### src/rtl/neander_x_pkg.sv
// neander_x_pkg: opcode, ALU-op and FSM-state encodings shared by the Neander-X core.
package neander_x_pkg;
  typedef enum logic [3:0] {
    OP_NOP = 4'h0, OP_STA = 4'h1, OP_LDA = 4'h2, OP_ADD = 4'h3,
    OP_OR  = 4'h4, OP_AND = 4'h5, OP_NOT = 4'h6, OP_SUB = 4'h7,
    OP_XOR = 4'h8, OP_SHL = 4'h9, OP_SHR = 4'hA, OP_NEG = 4'hB,
    OP_HLT = 4'hF
  } op_t;
  typedef enum logic [3:0] {
    ALU_ADD = 4'b0000, ALU_SUB = 4'b0001, ALU_AND = 4'b0010,
    ALU_OR  = 4'b0011, ALU_XOR = 4'b0100, ALU_NOT = 4'b0101,
    ALU_SHL = 4'b0110, ALU_SHR = 4'b0111, ALU_NEG = 4'b1000
  } alu_op_t;
  typedef enum logic [2:0] {
    S_IDLE, S_RD_REQ, S_RD_WAIT, S_EXEC, S_WR, S_HALT
  } state_t;
  function automatic alu_op_t alu_op_of(input logic [3:0] op);
    case (op)
      OP_SUB:  return ALU_SUB;
      OP_AND:  return ALU_AND;
      OP_OR:   return ALU_OR;
      OP_XOR:  return ALU_XOR;
      OP_NOT:  return ALU_NOT;
      OP_SHL:  return ALU_SHL;
      OP_SHR:  return ALU_SHR;
      OP_NEG:  return ALU_NEG;
      default: return ALU_ADD;
    endcase
  endfunction
  function automatic logic is_mem_op(input logic [3:0] op);
    return op inside {OP_LDA, OP_ADD, OP_SUB, OP_AND, OP_OR, OP_XOR};
  endfunction
  function automatic logic is_unary(input logic [3:0] op);
    return op inside {OP_NOT, OP_SHL, OP_SHR, OP_NEG};
  endfunction
  function automatic logic sets_carry(input logic [3:0] op);
    return op inside {OP_ADD, OP_SUB, OP_SHL, OP_SHR, OP_NEG};
  endfunction
  function automatic logic is_reserved(input logic [3:0] op);
    return op inside {[4'hC:4'hE]};
  endfunction
endpackage

### src/rtl/neander_x_exec_ctrl.sv
// neander_x_exec_ctrl: execute-stage FSM sequencing operand reads, ALU ops, stores and halt.
module neander_x_exec_ctrl
  import neander_x_pkg::*;
(
  input  logic       clk,
  input  logic       reset,
  input  logic       instr_valid,
  output logic       instr_ready,
  input  logic [3:0] instr_op,
  input  logic [7:0] instr_addr,
  output logic       mem_rd_req,
  output logic [7:0] mem_addr,
  input  logic       mem_rd_valid,
  input  logic [7:0] mem_rd_data,
  output logic       mem_wr_en,
  output logic [7:0] mem_wr_data,
  output logic [7:0] alu_a,
  output logic [7:0] alu_b,
  output logic [3:0] alu_op,
  input  logic [7:0] alu_result,
  input  logic       alu_carry,
  output logic [7:0] ac,
  output logic       flag_n,
  output logic       flag_z,
  output logic       flag_c,
  output logic       done,
  output logic       illegal,
  output logic       halted
);
  state_t     r_state;
  logic [3:0] r_op;
  logic [7:0] r_addr, r_opnd, r_ac;
  logic       r_n, r_z, r_c, r_done, r_ill, r_halt;
  logic [7:0] w_ac_next;
  logic       w_local;
  assign w_ac_next   = (r_op == OP_LDA) ? r_opnd : alu_result;
  assign w_local     = !is_mem_op(instr_op) && !is_unary(instr_op) && instr_op != OP_STA && instr_op != OP_HLT;
  assign instr_ready = r_state == S_IDLE;
  assign mem_rd_req  = r_state == S_RD_REQ;
  assign mem_wr_en   = r_state == S_WR;
  assign mem_addr    = r_addr;
  assign mem_wr_data = r_ac;
  assign alu_a       = r_ac;
  assign alu_b       = r_opnd;
  assign alu_op      = (r_state == S_EXEC) ? alu_op_of(r_op) : ALU_ADD;
  assign ac          = r_ac;
  assign flag_n      = r_n;
  assign flag_z      = r_z;
  assign flag_c      = r_c;
  assign done        = r_done;
  assign illegal     = r_ill;
  assign halted      = r_halt;
  always_ff @(posedge clk) begin
    if (reset) begin
      r_state <= S_IDLE;
      r_op    <= OP_NOP;
      r_addr  <= '0;
      r_opnd  <= '0;
      r_ac    <= '0;
      r_n     <= 1'b0;
      r_z     <= 1'b1;
      r_c     <= 1'b0;
      r_done  <= 1'b0;
      r_ill   <= 1'b0;
      r_halt  <= 1'b0;
    end else begin
      r_done <= 1'b0;
      r_ill  <= 1'b0;
      case (r_state)
        S_IDLE: if (instr_valid) begin
          r_op    <= instr_op;
          r_addr  <= instr_addr;
          r_state <= is_mem_op(instr_op) ? S_RD_REQ :
                     is_unary(instr_op)  ? S_EXEC   :
                     instr_op == OP_STA  ? S_WR     :
                     instr_op == OP_HLT  ? S_HALT   : S_IDLE;
          r_done  <= w_local;
          r_ill   <= w_local && is_reserved(instr_op);
          r_halt  <= instr_op == OP_HLT;
        end
        S_RD_REQ, S_RD_WAIT: begin
          if (mem_rd_valid) r_opnd <= mem_rd_data;
          r_state <= mem_rd_valid ? S_EXEC : S_RD_WAIT;
        end
        S_EXEC: begin
          r_ac    <= w_ac_next;
          r_n     <= w_ac_next[7];
          r_z     <= w_ac_next == 8'h00;
          if (sets_carry(r_op)) r_c <= alu_carry;
          r_done  <= 1'b1;
          r_state <= S_IDLE;
        end
        S_WR: begin
          r_done  <= 1'b1;
          r_state <= S_IDLE;
        end
        S_HALT:  r_state <= S_HALT;
        default: r_state <= S_IDLE;
      endcase
    end
  end
endmodule

### config.mk
export PLATFORM = sky130hd
export DESIGN_NAME = neander_x_exec_ctrl
export DESIGN_NICKNAME = d
export VERILOG_FILES = /design/src/rtl/neander_x_pkg.sv /design/src/rtl/neander_x_exec_ctrl.sv
export SDC_FILE = /design/constraint.sdc
export NUM_CORES = 1
export LEC_CHECK = 0
export BUFFER_PORTS_ARGS = -buffer_cell sky130_fd_sc_hd__clkbuf_2
export CAP_MARGIN = 15
export CORE_MARGIN = 1.5
export CORE_UTILIZATION = 40
export DETAILED_ROUTE_END_ITERATION = 6
export MAX_ROUTING_LAYER = met4
export PLACE_DENSITY = 0.67
export SETUP_SLACK_MARGIN = 0.15
export SLEW_MARGIN = 20
export SYNTH_ARGS = -nofsm -noshare
export SYNTH_HDL_FRONTEND = slang
export SYNTH_SLANG_ARGS = --single-unit
export TNS_END_PERCENT = 5
### constraint.sdc
create_clock -name clk -period 3.5 [get_ports clk]
set_input_delay 0 -clock clk [delete_from_list [all_inputs] [get_ports clk]]
set_output_delay 0 -clock clk [all_outputs]
set_load 0.02 [all_outputs]
==> results.sh, run 1 <==
export IMPL_syn_avg_cell_area_um2=8.41
export IMPL_synth_area_leaders="dfxtp_1 (41%), mux2i_1 (9.2%), buf_4 (6.5%)"
export IMPL_area_growth_pct=31.0
export IMPL_overflow=0
export IMPL_grt_pass1_vias=1597
export IMPL_routed_wirelength_mm=4.77
export IMPL_cts_max_level=2
export IMPL_die_width_um=73.1
export IMPL_fin_setup_tns_ps=0
export IMPL_antenna_cells=0
export IMPL_syn_area_mm2=0.00197
export IMPL_synth_top_area_share_pct=40.7
export IMPL_ctsResizeCount=0
export IMPL_start_util_pct=41.7
export IMPL_crit_type="flip-flop to flip-flop"
export IMPL_path_cells="or4b_4 -> nand2_1 -> a21oi_1 -> inv_1 -> ha_1 -> or2_2 -> a31oi_1"
export IMPL_rows=25
export IMPL_max_freq_ghz=0.432
export IMPL_rsz0062_at_grt="false"
export IMPL_finalHoldViolCount=0
export IMPL_rr_startpoint="r_state[0]"
export IMPL_worstPathRequired_ps=3700
export IMPL_cpLargestDelayFamily="simple AND/OR/NAND/NOR gates"
export IMPL_viasPerCell=4.78
export IMPL_synth_nets=270
export IMPL_hold_ws_ps=1.33
export IMPL_period_share_pct=66.2
export IMPL_grt_pass1_wl_mm=7.54
export IMPL_cts_made_buffers=5
export IMPL_place_area_mm2=0.00231
export IMPL_ant_nets=0
export IMPL_cp_data_arrival_time_ps=2520
export IMPL_ys_seq_elements=40
export IMPL_p_per_area_mw_per_mm2=435
export IMPL_die_area_mm2=0.00535
export IMPL_ys_warn_count=0
export IMPL_worstSetupStartpointType="flip-flop"
export IMPL_hpwl_mm=3.24
export IMPL_core_area_mm2=0.00472
export IMPL_crit_fanout=21
export IMPL_pin_count=86
export IMPL_synthArstFlopShare_pct=0
export IMPL_yosys_cell_count_top_type="dfxtp_1"
export IMPL_slowest_delay_ps=720
export IMPL_worst_path_stages=7
export IMPL_cp_end_kind="flip-flop"
export IMPL_clk_path_buf_depth=2
export IMPL_syn_instance_count=234
export IMPL_slowest_stage="or4b_4"
export IMPL_post_drt_wl_per_cell_um=12.5
export IMPL_io_buffers=85
export IMPL_hold_class="input port to flip-flop"
export IMPL_cp_num_buf_inv=1
export IMPL_ir_drop_v=0.000236
export IMPL_worstRegToRegCells=7
export IMPL_post_cts_buffers=0
export IMPL_leakage_nw=1.12
export IMPL_min_period_ps=2320
export IMPL_synth_flop_cell="dfxtp_1"
export IMPL_drive_gt1_share_pct=31.7
export IMPL_synth_top_area_cell="dfxtp_1"
export IMPL_synth_cell_types=35
export IMPL_cts_tree="built"
export IMPL_cts_sinks=40
export IMPL_vias=1827
export IMPL_rrSetupSlack_ps=1180
export IMPL_track_usage_pct=18.6
export IMPL_drc=0
export IMPL_grt_max_degree=43
export IMPL_setup_viol=0
export IMPL_cp_startpoint="r_state[0]"
export IMPL_final_max_slew_viol_count=0
export IMPL_max_slew_margin_pct=40.0
export IMPL_gp_congestion=0.836
export IMPL_worst_pin_slew_ps=896
export IMPL_status="finished, final reports clean"
export IMPL_fin_skew_ps=4.60
export IMPL_fin_area_mm2=0.00258
export IMPL_cap_violations=0
export IMPL_firstDrtPassIters=4
export IMPL_synthTopCellsByCount="dfxtp_1 (40), nand2_1 (31), nor2_1 (24), a21oi_1 (20), mux2i_1 (18)"
export IMPL_die_h_um=73.1
export IMPL_drt_iter0_drc=58
export IMPL_insertion_delay_ps=290
export IMPL_antenna_found_initial=0
export IMPL_clkTransAtPathRegs_ps=80
export IMPL_cts_root_buf="clkbuf_8"
export IMPL_seq_area_frac_synth_pct=40.7
export IMPL_synth_enable_flop_cells=0
export IMPL_final_nets=350
[final cells by class]
type | instances | area, um^2
Tap cell | 67 | 83.8
Clock inverter | 1 | 7.51
Timing Repair Buffer | 105 | 618
Clock buffer | 7 | 86.3
Inverter | 5 | 18.8
Multi-Input combinational cell | 157 | 962
Fill cell | 446 | 2150
Sequential cell | 40 | 801
[what timing repair did]
item / CTS / global route
hold endpoints to repair: 17 / 0
setup endpoints to repair: 0 / 0
hold buffers: 17 / 0
[stage by stage]
| stage | setup WS (ps) | total power, W | std cells | utilization, % |
|---|---|---|---|---|
| final | 1180 | 0.00112 | 382 | 54.6 |
| after global routing | 996 | 0.00119 | 382 | 54.6 |
| after CTS | 1190 | 0.00113 | 382 | 54.6 |
| after detailed placement | 1220 | 0.000799 | 357 | 49.0 |
| after global placement | 1290 | 0.000795 | 357 | 49.0 |
| after floorplan | 1490 | 0.000724 | 234 | - |
[power by group]
group	leakage, nW	switching (W)	internal (W)	total [W]
sequential	0.326	0.0000368	0.000489	0.000526
combinational	0.753	0.000163	0.000116	0.000279
clock	0.0445	0.000157	0.000160	0.000317
[tightest hold or removal path, cell delays in order]
cell      delay, ps
clkbuf_2        130
nand2_1          70
a21oi_1          50
[worst min-delay path by stage]
stage                        from     endpoint  slack [ps]  depth (start not counted)
global placement    instr_addr[0]  mem_addr[0]         230                          3
CTS                   instr_op[3]      r_op[3]           2                          3
finish                instr_op[3]      r_op[3]           1                          3
floorplan             instr_op[3]      r_op[3]         140                          2
detailed placement  instr_addr[0]  mem_addr[0]         230                          3
global route          instr_op[3]      r_op[3]          20                          3
[logic make-up after synthesis]
group	share of synthesized area (%)
compound gates	14.2
flops	40.7
buf+inv	11.0
xor+xnor	0.445
mux	9.15
fa+ha+maj	1.91
simple gates	22.6
[cells in the final DEF (no fill, tap or decap), types with 2 or more instances in the layout]
cell           instances
nor2_1                24
a211oi_1               9
buf_4                  3
a21oi_1               20
o21ai_0                5
nand3_1                4
dlygate4sd3_1         17
clkbuf_8               6
inv_1                  5
ha_1                   3
and2_1                 5
or3_1                  3
clkbuf_2              85
a31oi_1                3
nor2b_1                3
nand2_1               31
mux2i_1               18
nor3_1                 2
nor4_1                 4
nand2b_1               6
o32ai_1                2
dfxtp_1               40
nor4b_2                2
[registers in the layout, summed over array words and instances (netlist names), named ones only]
signal / count
r_op: 4
halted: 1
alu_b: 8
flag_z: 1
illegal: 1
done: 1
r_state: 3
mem_addr: 8
flag_c: 1
ac: 8
[routing by layer]
metal  wire length, um  track usage [%]
met1              2120             23.6
met2              2370             30.5
met3               233             3.87
met4                39             3.77
met5                 0                -
Power figures use the tool's default switching activity.
==> run 2: changes to the inputs <==
PLACE_DENSITY = 0.7   (was 0.67)
clock period = 2 ns   (was 3.5 ns; I/O delays follow)
==> results.sh, run 2 (synthesis gave the netlist of run 1 again) <==
export IMPL_ir_drop_v=0.000544
export IMPL_cts_tree="built"
export IMPL_fin_skew_ps=7.51
export IMPL_drc=0
export IMPL_start_util_pct=41.7
export IMPL_worstHoldStart="reset"
export IMPL_max_slew_margin_pct=72.9
export IMPL_die_area_mm2=0.00535
export IMPL_overflow=0
export IMPL_cap_violations=0
export IMPL_die_h_um=73.1
export IMPL_rrSetupSlack_ps=150
export IMPL_rsz0062_at_grt="true"
export IMPL_antenna_cells=0
export IMPL_ctsResizeCount=0
export IMPL_die_width_um=73.1
export IMPL_insertion_delay_ps=280
export IMPL_rows=25
export IMPL_routed_wirelength_mm=4.83
export IMPL_setup_viol=0
export IMPL_grt_pass1_vias=1648
export IMPL_cts_root_buf="clkbuf_8"
export IMPL_max_freq_ghz=0.542
export IMPL_holdPathEnd="r_op[2]"
export IMPL_leakage_nw=1.21
export IMPL_core_area_mm2=0.00472
export IMPL_hold_class="input port to flip-flop"
export IMPL_grt_max_degree=36
export IMPL_worst_pin_slew_ps=397
export IMPL_dpl_cell_count=363
export IMPL_hpwl_mm=3.29
export IMPL_vias=1883
export IMPL_track_usage_pct=18.9
export IMPL_area_growth_pct=38.7
export IMPL_worstRegToRegCells=6
export IMPL_final_cells=392
export IMPL_cts_made_buffers=5
export IMPL_firstDrtPassIters=4
export IMPL_gp_congestion=0.903
export IMPL_cp_data_arrival_time_ps=2050
export IMPL_holdPathStages=2
export IMPL_nFillCells=428
export IMPL_io_buffers=85
export IMPL_pin_count=86
export IMPL_period_share_pct=92.3
export IMPL_final_cell_mix="clkbuf_2 (85), dfxtp_1 (38), nand2_1 (29), nor2_1 (24)"
export IMPL_drive_gt1_share_pct=36.0
export IMPL_rr_startpoint="r_state[1]"
export IMPL_cts_sinks=40
export IMPL_finalHoldViolCount=0
export IMPL_antenna_found_initial=0
export IMPL_min_period_ps=1850
export IMPL_final_max_slew_viol_count=0
export IMPL_cts_max_level=2
export IMPL_clkTransAtPathRegs_ps=80
export IMPL_status="finished, final reports clean"
export IMPL_fin_setup_tns_ps=0
export IMPL_worstSetupStartpointType="flip-flop"
export IMPL_clk_path_buf_depth=2
export IMPL_mostFrequentLayoutCell="clkbuf_2"
export IMPL_final_nets=360
export IMPL_crit_type="flip-flop to flip-flop"
export IMPL_drt_iter0_drc=90
export IMPL_viasPerCell=4.80
export IMPL_crit_fanout=6
export IMPL_grt_pass1_wl_mm=7.65
export IMPL_ant_nets=0
export IMPL_cp_end_kind="flip-flop"
export IMPL_p_per_area_mw_per_mm2=797
export IMPL_post_drt_wl_per_cell_um=12.3
export IMPL_worstPathRequired_ps=2210
run 2: changes by cell type in the layout (fill, tap and decap cells not counted), sizes merged:
cell	before	now
buf	3	13
bufinv	0	1
clkinvlp	1	0
run 2: layout make-up:
cell class	instances	area (um^2)	share of cell area [%]
flip-flops and latches	40	803	29.4
inverters	5	18.8	0.688
repair buffers	115	693	25.4
multi-input cells	157	1000	36.8
clock inverters	1	30.0	1.10
clock buffers	7	96.3	3.53
well taps	67	83.8	3.07
run 2: how the worst max path moves through the flow:
stage | startpoint | endpoint | cells after the start
3_3_place_gp | r_state[1] | flip-flop | 6
5_1_grt | r_state[1] | flip-flop | 5
2_1_floorplan | r_state[1] | flip-flop | 7
3_5_place_dp | r_state[1] | flip-flop | 7
6_report | r_state[1] | flip-flop | 6
4_1_cts | r_state[0] | flip-flop | 7
run 2: stage by stage:
stage | utilization, % | instance area, um^2 | hold slack, ps | worst slack (ps) | power, W
floorplan | - | 2020 | 136 | 158 | 0.00129
global placement | 50.9 | 2400 | 224 | 147 | 0.00143
detailed placement | 50.9 | 2400 | 228 | 128 | 0.00144
CTS | 57.8 | 2730 | 23.6 | 151 | 0.00219
global route | 57.8 | 2730 | 49.5 | 88.0 | 0.00229
finish | 57.8 | 2730 | 41.8 | 154 | 0.00218
run 2: repair_timing:
| item | 4_1_cts | 5_1_grt |
|---|---|---|
| buffers inserted | 4 | 0 |
| hold endpoints to repair | 17 | 0 |
| setup endpoints to repair | 1 | 1 |
| pin swaps | 3 | 2 |
| hold buffers | 17 | 0 |
run 2: power breakdown:
part / switching, W / total, W / internal, W
combinational: 0.000315 / 0.000559 / 0.000244
sequential: 0.0000523 / 0.000910 / 0.000858
clock: 0.000266 / 0.000707 / 0.000440
run 2: worst max-delay path: stages, from the launching register on:
cell and delay [ps]:
dfxtp_2 340, or4b_4 610, nand2_4 110, a21oi_4 60, ha_1 290, or2_4 240
a31oi_1 120
run 2: routing by layer:
layer	vias to the layer above	track usage (%)	share of wire (%)	wire, um
met4	0	7.34	2.4	114
li1	970	-	-	-
met2	70	29.1	47	2290
met3	10	4.14	4.8	231
met1	833	24.0	45	2190
met5	-	-	0	0
